### config.mk
export PLATFORM = sky130hd
export DESIGN_NAME = uart_rx_os16
export DESIGN_NICKNAME = d
export VERILOG_FILES = /design/src/rtl/uart_rx_os16.sv
export SDC_FILE = /design/constraint.sdc
export NUM_CORES = 1
export LEC_CHECK = 0
export CAP_MARGIN = 40
export CORE_ASPECT_RATIO = 0.6
export CORE_UTILIZATION = 45
export DETAILED_ROUTE_END_ITERATION = 10
export HOLD_SLACK_MARGIN = 0.02
export PLACE_DENSITY_LB_ADDON = 0.2
export RECOVER_POWER = 100
export SLEW_MARGIN = 25
export SYNTH_ARGS = -nofsm -noshare
export SYNTH_HDL_FRONTEND = slang
export SYNTH_SLANG_ARGS = --single-unit
### constraint.sdc
create_clock -name rx_clk -period 1.6 [get_ports rx_clk]
set_input_delay 0.32 -clock rx_clk [delete_from_list [all_inputs] [get_ports rx_clk]]
set_output_delay 0.32 -clock rx_clk [all_outputs]
set_load 0.01 [all_outputs]
### src/rtl/uart_rx_os16.sv
// 16x-oversampled UART receiver; data_valid rises 1 cycle after the stop-bit mid-sample and is held until data_ack.
// A frame completing while data_valid is high is dropped and flagged as overrun. Break detection is enabled by UART_RX_BREAK_EN.
module uart_rx_os16 #(
  parameter int RX_SYS_CLK = 50_000_000,
  parameter int BAUD_RATE  = 9600,
  parameter int DATA_WIDTH = 8
) (
  input  logic                  rx_clk,
  input  logic                  rst,
  input  logic                  rx_en,
  input  logic                  parity_en,
  input  logic                  odd_r_even_parity,
  input  logic                  rx,
  input  logic                  data_ack,
  output logic [DATA_WIDTH-1:0] data_out,
  output logic                  data_valid,
  output logic                  busy,
  output logic                  parity_error,
  output logic                  framing_error,
  output logic                  overrun_error,
  output logic                  break_detect
);
  localparam int TICK_DIV = RX_SYS_CLK / (BAUD_RATE * 16);
  localparam int DIV_W    = (TICK_DIV > 1) ? $clog2(TICK_DIV) : 1;
  localparam int BIT_W    = (DATA_WIDTH > 1) ? $clog2(DATA_WIDTH) : 1;
  localparam logic [DIV_W-1:0] DIV_LAST = DIV_W'(TICK_DIV - 1);
  localparam logic [BIT_W-1:0] BIT_LAST = BIT_W'(DATA_WIDTH - 1);

  localparam logic [2:0] S_IDLE   = 3'd0;
  localparam logic [2:0] S_START  = 3'd1;
  localparam logic [2:0] S_DATA   = 3'd2;
  localparam logic [2:0] S_PARITY = 3'd3;
  localparam logic [2:0] S_STOP   = 3'd4;

  logic                  rx_s1_q, rx_s1_d, rx_s2_q, rx_s2_d, rx_prev_q, rx_prev_d;
  logic [2:0]            state_q, state_d;
  logic [DIV_W-1:0]      div_q, div_d;
  logic [3:0]            tidx_q, tidx_d;
  logic [1:0]            smp_q, smp_d;
  logic [DATA_WIDTH-1:0] shift_q, shift_d;
  logic [BIT_W-1:0]      bcnt_q, bcnt_d;
  logic                  par_en_q, par_en_d, par_even_q, par_even_d, par_bit_q, par_bit_d;
  logic [DATA_WIDTH-1:0] data_q, data_d;
  logic                  valid_q, valid_d, perr_q, perr_d, ferr_q, ferr_d;
  logic                  ovr_q, ovr_d, brk_q, brk_d;

  logic tick, maj, fall, commit, is_break, ack_fire, exp_par, mid, last;

  always_comb begin
    rx_s1_d    = rx;
    rx_s2_d    = rx_s1_q;
    rx_prev_d  = rx_s2_q;
    state_d    = state_q;
    div_d      = div_q;
    tidx_d     = tidx_q;
    smp_d      = smp_q;
    shift_d    = shift_q;
    bcnt_d     = bcnt_q;
    par_en_d   = par_en_q;
    par_even_d = par_even_q;
    par_bit_d  = par_bit_q;
    data_d     = data_q;
    valid_d    = valid_q;
    perr_d     = perr_q;
    ferr_d     = ferr_q;
    ovr_d      = ovr_q;
    brk_d      = brk_q;
    commit     = 1'b0;

    tick     = (div_q == DIV_LAST);
    mid      = tick && (tidx_q == 4'd9);
    last     = tick && (tidx_q == 4'd15);
    maj      = (smp_q[0] & smp_q[1]) | (smp_q[0] & rx_s2_q) | (smp_q[1] & rx_s2_q);
    fall     = rx_prev_q & ~rx_s2_q;
    exp_par  = par_even_q ? (^shift_q) : ~(^shift_q);
    is_break = (shift_q == '0) && (!par_en_q || !par_bit_q) && !maj;

    if (state_q == S_IDLE) begin
      div_d  = '0;
      tidx_d = 4'd0;
    end else if (tick) begin
      div_d  = '0;
      tidx_d = tidx_q + 4'd1;
      if (tidx_q == 4'd7) smp_d[0] = rx_s2_q;
      if (tidx_q == 4'd8) smp_d[1] = rx_s2_q;
    end else begin
      div_d = div_q + DIV_W'(1);
    end

    case (state_q)
      S_IDLE: begin
        // An unresolved break keeps the line from being read as a new start.
        if (rx_en && fall && !brk_q) begin
          state_d    = S_START;
          par_en_d   = parity_en;
          par_even_d = odd_r_even_parity;
        end
      end
      S_START: begin
        if (mid && maj) state_d = S_IDLE;
        else if (last) begin
          state_d = S_DATA;
          bcnt_d  = '0;
        end
      end
      S_DATA: begin
        if (mid) begin
          shift_d = shift_q >> 1;
          shift_d[DATA_WIDTH-1] = maj;
        end
        if (last) begin
          if (bcnt_q == BIT_LAST) state_d = par_en_q ? S_PARITY : S_STOP;
          else bcnt_d = bcnt_q + BIT_W'(1);
        end
      end
      S_PARITY: begin
        if (mid) par_bit_d = maj;
        if (last) state_d = S_STOP;
      end
      S_STOP: begin
        if (mid) begin
          state_d = S_IDLE;
`ifdef UART_RX_BREAK_EN
          if (is_break) brk_d = rx_en;
          else commit = rx_en;
`else
          commit = rx_en;
`endif
        end
      end
      default: state_d = S_IDLE;
    endcase

    if (!rx_en) state_d = S_IDLE;
`ifdef UART_RX_BREAK_EN
    if (brk_q && rx_s2_q) brk_d = 1'b0;
`else
    brk_d = 1'b0;
`endif

    ack_fire = data_ack & valid_q;
    if (commit) begin
      if (!valid_q || ack_fire) begin
        data_d  = shift_q;
        perr_d  = par_en_q & (par_bit_q != exp_par);
        ferr_d  = ~maj;
        valid_d = 1'b1;
        ovr_d   = 1'b0;
      end else begin
        ovr_d = 1'b1;
      end
    end else if (ack_fire) begin
      valid_d = 1'b0;
      ovr_d   = 1'b0;
    end
  end

  always_ff @(posedge rx_clk) begin
    if (!rst) begin
      rx_s1_q    <= 1'b1;
      rx_s2_q    <= 1'b1;
      rx_prev_q  <= 1'b1;
      state_q    <= S_IDLE;
      div_q      <= '0;
      tidx_q     <= 4'd0;
      smp_q      <= 2'b00;
      shift_q    <= '0;
      bcnt_q     <= '0;
      par_en_q   <= 1'b0;
      par_even_q <= 1'b0;
      par_bit_q  <= 1'b0;
      data_q     <= '0;
      valid_q    <= 1'b0;
      perr_q     <= 1'b0;
      ferr_q     <= 1'b0;
      ovr_q      <= 1'b0;
      brk_q      <= 1'b0;
    end else begin
      rx_s1_q    <= rx_s1_d;
      rx_s2_q    <= rx_s2_d;
      rx_prev_q  <= rx_prev_d;
      state_q    <= state_d;
      div_q      <= div_d;
      tidx_q     <= tidx_d;
      smp_q      <= smp_d;
      shift_q    <= shift_d;
      bcnt_q     <= bcnt_d;
      par_en_q   <= par_en_d;
      par_even_q <= par_even_d;
      par_bit_q  <= par_bit_d;
      data_q     <= data_d;
      valid_q    <= valid_d;
      perr_q     <= perr_d;
      ferr_q     <= ferr_d;
      ovr_q      <= ovr_d;
      brk_q      <= brk_d;
    end
  end

  assign data_out      = data_q;
  assign data_valid    = valid_q;
  assign busy          = (state_q != S_IDLE);
  assign parity_error  = perr_q;
  assign framing_error = ferr_q;
  assign overrun_error = ovr_q;
  assign break_detect  = brk_q;
endmodule
== Yosys cells after proc, flatten, opt, wreduce, memory -nomap -nowiden ==
Cells that the tools add are included.

* Bits in registers: 47
* Input bits: 7
* Output and inout bits: 14
* Logic and storage cells: 100

* Add/subtract/negate cells: 3
* Equality and inequality tests: 21
* Multiplexer cells: 22
* Bitwise operators: 13
* Reduce and logical (&&, ||, !) cells: 23

{| class="wikitable"
|+ Operator list
! cell !! count
|-
| 3-bit two-way mux || 12
|-
| 3-bit one-hot mux with 5 select lines || 1
|-
| 2-bit inequality test, second input constant || 7
|-
| 4-bit equality test, second input constant || 3
|-
| 2-bit AND reduction || 6
|-
| 9-bit by 1-bit adder with 9-bit output, second input constant || 1
|-
| 9-bit equality test, second input constant || 1
|-
| 1-bit two-way mux || 8
|-
| 8-bit parity || 1
|-
| 1-bit AND || 6
|-
| 3-bit by 2-bit equality test with 1-bit output, second input constant || 2
|-
| 3-bit equality test, second input constant || 2
|-
| 3-bit one-hot mux with 2 select lines || 1
|-
| 3-bit AND reduction || 2
|-
| 6-bit AND reduction || 1
|-
| 1-bit NOT || 5
|-
| 5-bit AND reduction || 1
|-
| 4-bit by 1-bit adder with 4-bit output, second input constant || 1
|-
| 4-bit by 3-bit equality test with 1-bit output, second input constant || 1
|-
| 1-bit logical AND || 4
|-
| 2-bit by 1-bit inequality test with 1-bit output, second input constant || 2
|-
| 2-bit nonzero test || 2
|-
| 3-bit by 1-bit adder with 3-bit output, second input constant || 1
|-
| 3-bit by 1-bit equality test with 1-bit output, second input constant || 1
|-
| other kinds (9) || 10
|}

== Logic depth before layout (Yosys ltp) ==
* Depth in word-level cells: 6
* Gate-level depth with buffers: 9
* Mapped depth without buffers: 7

== Least setup slack after synthesis ==
Ideal clock, no wire load.

* Kind: reg-to-reg
* From: reg bcnt_q[0]
* To: reg state_q[0]
* Library setup time: 72 ps
* Arrival time: 1,663 ps
* Data required time: 1,528 ps
* Setup slack: -135 ps
* Cell stages (with the launch flop): 8
* Path buffers: 0
* Clock period less this slack: 1,735 ps
* Path through: dfxtp_1 ha_1 ha_1 nor4b_4 a21oi_1 nor3b_1 a31oi_1 mux2i_1

* Cells in the longest elaborated chain, start to end: 3

{| class="wikitable"
|+ RTL lines
! item !! RTL line !! source
|-
| start: declaration || 41 || <nowiki>logic [BIT_W-1:0] bcnt_q, bcnt_d;</nowiki>
|-
| start signal: assignment || 187 || <nowiki>bcnt_q <= bcnt_d;</nowiki>
|-
| 3-bit equality test || 112 || <nowiki>if (bcnt_q == BIT_LAST) state_d = par_en_q ? S_PARITY : S_STOP;</nowiki>
|-
| 2-bit inequality test (no source line) || n/a ||
|-
| 6-bit AND reduction (no source line) || n/a ||
|-
| end signal: assignment || 182 || <nowiki>state_q <= state_d;</nowiki>
|-
| end: declaration || 36 || <nowiki>logic [2:0] state_q, state_d;</nowiki>
|}

No other way between the ends.
A chain may end at the register's enable or synchronous reset.

== Worst setup path in the final report ==
* From: reg div_q[0]
* To: reg state_q[1]

* Cells in the longest elaborated chain, start to end: 5
* Elaborated cells on any way between the ends: 11
* Classes of those cells: eq/ne (5); mux (2); reduce/logical (4)

{| class="wikitable"
|+ RTL lines
! item !! RTL line !! source
|-
| start: declaration || 37 || <nowiki>logic [DIV_W-1:0] div_q, div_d;</nowiki>
|-
| start signal: assignment || 183 || <nowiki>div_q <= div_d;</nowiki>
|-
| 9-bit equality test * || 70 || <nowiki>tick = (div_q == DIV_LAST);</nowiki>
|-
| 1-bit logical AND || 71 || <nowiki>mid = tick && (tidx_q == 4'd9);</nowiki>
|-
| 1-bit logical AND || 100 || <nowiki>if (mid && maj) state_d = S_IDLE;</nowiki>
|-
| 3-bit inequality test (no source line) / 3-bit two-way mux (equally long branches) || n/a ||
|-
| 6-bit AND reduction (no source line) / 3-bit one-hot mux with 5 select lines (equally long branches) || n/a ||
|}

Every way passes the cells marked *; elsewhere a longest branch is shown, timed or not.

==> impl_metrics.yaml <==
status:
  status: "finished, violations left"
  failed_checks: "setup timing"
route:
  drtPass1Iterations: 4
  num_vias: 2013
  drcViolationCount: 0
  wire_per_inst_um: 15.8
  drt-total-wl_um: 5940
  viasPerCell: 5.35
  antenna_left: 0
  first_iter_violations: 134
global_routing:
  grt_max_degree: 28
  gr-usage-all-layers_pct: 22.3
  grt_pass1_vias: 1810
  grt_pass1_wl_um: 8880
  antenna_found_initial: 0
  grt-ovfl-total: 0
worst_setup_path:
  worstPathRequired_ns: 1.84
  crit_buf_inv: 3
  critPathKind: "reg2reg"
  slowest_delay_ns: 0.35
  cp_max_fo: 5
  reg2reg_from: "div_q[0]$_SDFF_PP0_"
  arrival_ns: 2.00
  cp-start-kind: "flip-flop"
  setup.worst_path.start: "div_q[0]$_SDFF_PP0_"
  crit_family: "simple AND/OR/NAND/NOR gates"
  crit_path_top_delay_cell: "dfxtp_2"
  path_cells: "inv_2 > ha_4 > and4bb_2 > and4_4 > buf_6 > buf_4 > a31oi_4 > mux2i_1"
  end_kind: "flip-flop"
pwr:
  power.density_mw_per_mm2: 637
  p_leak_nw: 1.20
  ir_worst_vdd_mv: 0.562
sta:
  setup_viol: 39
  finalMaxSlewViolations: 0
  fmax_mhz: 569
  fin_ws_ns: -0.157
  fin_skew_ns: 0.0144
  fin_crit_ns: 1.76
  hold_violations: 0
  finalCritPeriodShare_pct: 110
  rsz0062_at_grt: "true"
  holdWs_ns: 0.429
synthesis:
  synth_cell_types: 45
  avgSynthCellArea_sq_um: 9.09
  seq_area_frac_synth_pct: 42.2
  yosysWarningCount: 0
  syn_area_sq_mm: 0.00223
  ys.flop_type: "dfxtp_1"
  netlist_instances: 245
  synth_edf_count: 0
  synthArstFlopShare_pct: 0
  ys_seq_elements: 47
  syn_nets: 259
floorplanning:
  core_area_sq_mm: 0.00466
  start_util_pct: 47.8
  rows: 19
  die_y_um: 56.5
  die_area_sq_mm: 0.00524
  dieWidth_um: 92.8
  ios: 21
clock_network:
  clk_latency_ns: 0.32
  cts_made_buffers: 5
  cts.clk_slew.worst_paths_ns: 0.09
  clk_path_buf_depth: 2
  htreeDepth: 2
  cts-root-buf: "clkbuf_8"
  cts_tree: "built"
  clock_sinks: 47
placement:
  place_area_sq_mm: 0.00283
  dpl.hpwl_um: 3810
  gp_congestion: 0.878
  place.port_buffers: 19
job:
  maxCapViolations: 0
cells_and_area:
  fin_area_sq_mm: 0.00328
  areaGrowthSynthToFinish_pct: 47.1
  drive_gt1_share_pct: 38.3
  n_antenna_cell: 0
  nets: 326
worst_hold_path:
  hp-start: "rx_s1_q$_SDFF_PN1_"
  min_path_type: "reg2reg"
flip-flops by register name (all words and copies together) (netlist names):
signal / flops
par_en_q: 1
div_q: 9
smp_q: 2
par_even_q: 1
parity_error: 1
bcnt_q: 3
rx_prev_q: 1
data_out: 8
par_bit_q: 1
overrun_error: 1
framing_error: 1
rx_s1_q: 1
data_valid: 1
rx_prev_d: 1
shift_q: 8
tidx_q: 4
state_q: 3
kinds of logic (layout without fill, tap and decap cells):
logic type / after synthesis / count (layout) / share of synthesized area, %
XOR/XNOR: 18 / 18 / 7.70
AND/OR/NAND/NOR: 104 / 105 / 25.6
adder cells (fa/ha/maj): 8 / 8 / 4.38
AO/OA/AOI/OAI: 31 / 31 / 8.65
other: 1 / 1 / 0.168
flip-flops: 47 / 47 / 42.2
buffers and inverters: 23 / 90 / 5.45
multiplexers: 13 / 13 / 5.84
per-stage QoR:
step / instances / worst slack [ns] / utilization [%] / setup TNS (ns) / power (W)
after floorplan: 245 / -0.0718 / - / -0.302 / 0.00125
after global placement: 358 / -0.185 / 60.7 / -3.18 / 0.00129
after detailed placement: 358 / -0.236 / 60.7 / -3.98 / 0.00129
after CTS: 369 / -0.127 / 66.0 / -1.56 / 0.00208
after global routing: 376 / -0.212 / 70.3 / -5.38 / 0.00215
final: 376 / -0.157 / 70.3 / -2.82 / 0.00209
synthesized netlist by cell type (5+ instances only):
cell type	n	area share (%)
a21oi_1	19	4.3
and3_1	5	1.4
dfxtp_1	47	42
ha_1	7	3.9
inv_1	8	1.3
mux2i_1	13	5.8
nand2_1	21	3.5
nand2b_1	5	1.4
nand3_1	16	3.6
nand4_1	5	1.4
nor2_1	30	5.1
xnor2_1	9	3.5
xor2_1	8	3.1
path summary, 6_finish.rpt:
| kind | endpoint | slack [ns] | cells after the start |
|---|---|---|---|
| worst max-delay path | state_q[1]$_SDFFE_PN0P_ | -0.16 | 8 |
| worst min-delay path | rx_prev_d$_SDFF_PN1_ | 0.43 | 1 |
| worst max register to register | state_q[1]$_SDFFE_PN0P_ | -0.16 | 8 |
| worst min register to register | rx_prev_d$_SDFF_PN1_ | 0.43 | 1 |
power by group:
part	leakage (nW)	switching [W]	internal (W)	total, W
Combinational	0.769	0.0000477	0.0000416	0.0000894
Sequential	0.383	0.00000358	0.00117	0.00118
Clock	0.0505	0.000426	0.000394	0.000820
Total	1.20	0.000478	0.00161	0.00209
cell usage in the layout (no fill, tap or decap), drive strengths merged, types with 2 or more instances in the layout:
cell,instances
and3,5
clkdlybuf4s50,17
or2,4
mux2i,13
and4,2
nand4,6
dfxtp,47
o211ai,2
xor2,8
nand2b,5
nand2,21
buf,52
ha,7
nor2,30
nor2b,3
nand3,16
clkbuf,9
and4bb,2
and2,2
xnor2,9
o21ai,3
nor3b,3
nor3,2
a21oi,19
inv,8
worst register-to-register path, delay by kind of cell (launching register included):
kind | cells | cell delay (ns)
compound gates | 1 | 0.20
flops | 1 | 0.35
simple gates | 2 | 0.44
fa+ha+maj | 1 | 0.14
buf+inv | 3 | 0.33
mux | 1 | 0.23
area by class of cell:
type                       count  area (sq um)
clock buffer                   7          96.3
clock inverter                 1          7.51
fill                         372          1380
inverter                       9          33.8
multi-input combinational    176          1430
sequential                    47           950
tap                           63          78.8
timing repair buffer          73           684
per-layer routing:
layer	GRT usage (%)	part of all wire [%]	vias up
met4	7.25	1.1	0
met3	4.47	6.1	7
met5	0	0	-
met2	30.5	41	48
li1	-	-	969
met1	34.3	51	989
what timing repair did:
action                                  in CTS  in global routing
pin swaps                                   18                 24
hold endpoints to repair                     0                  0
cloned                                       1                  2
buffers inserted                             2                  5
hold buffers                                 0                  0
endpoints found under the setup margin      36                 41
resized for setup                           28                 33
No activity file was read; power rests on OpenSTA's default activity.
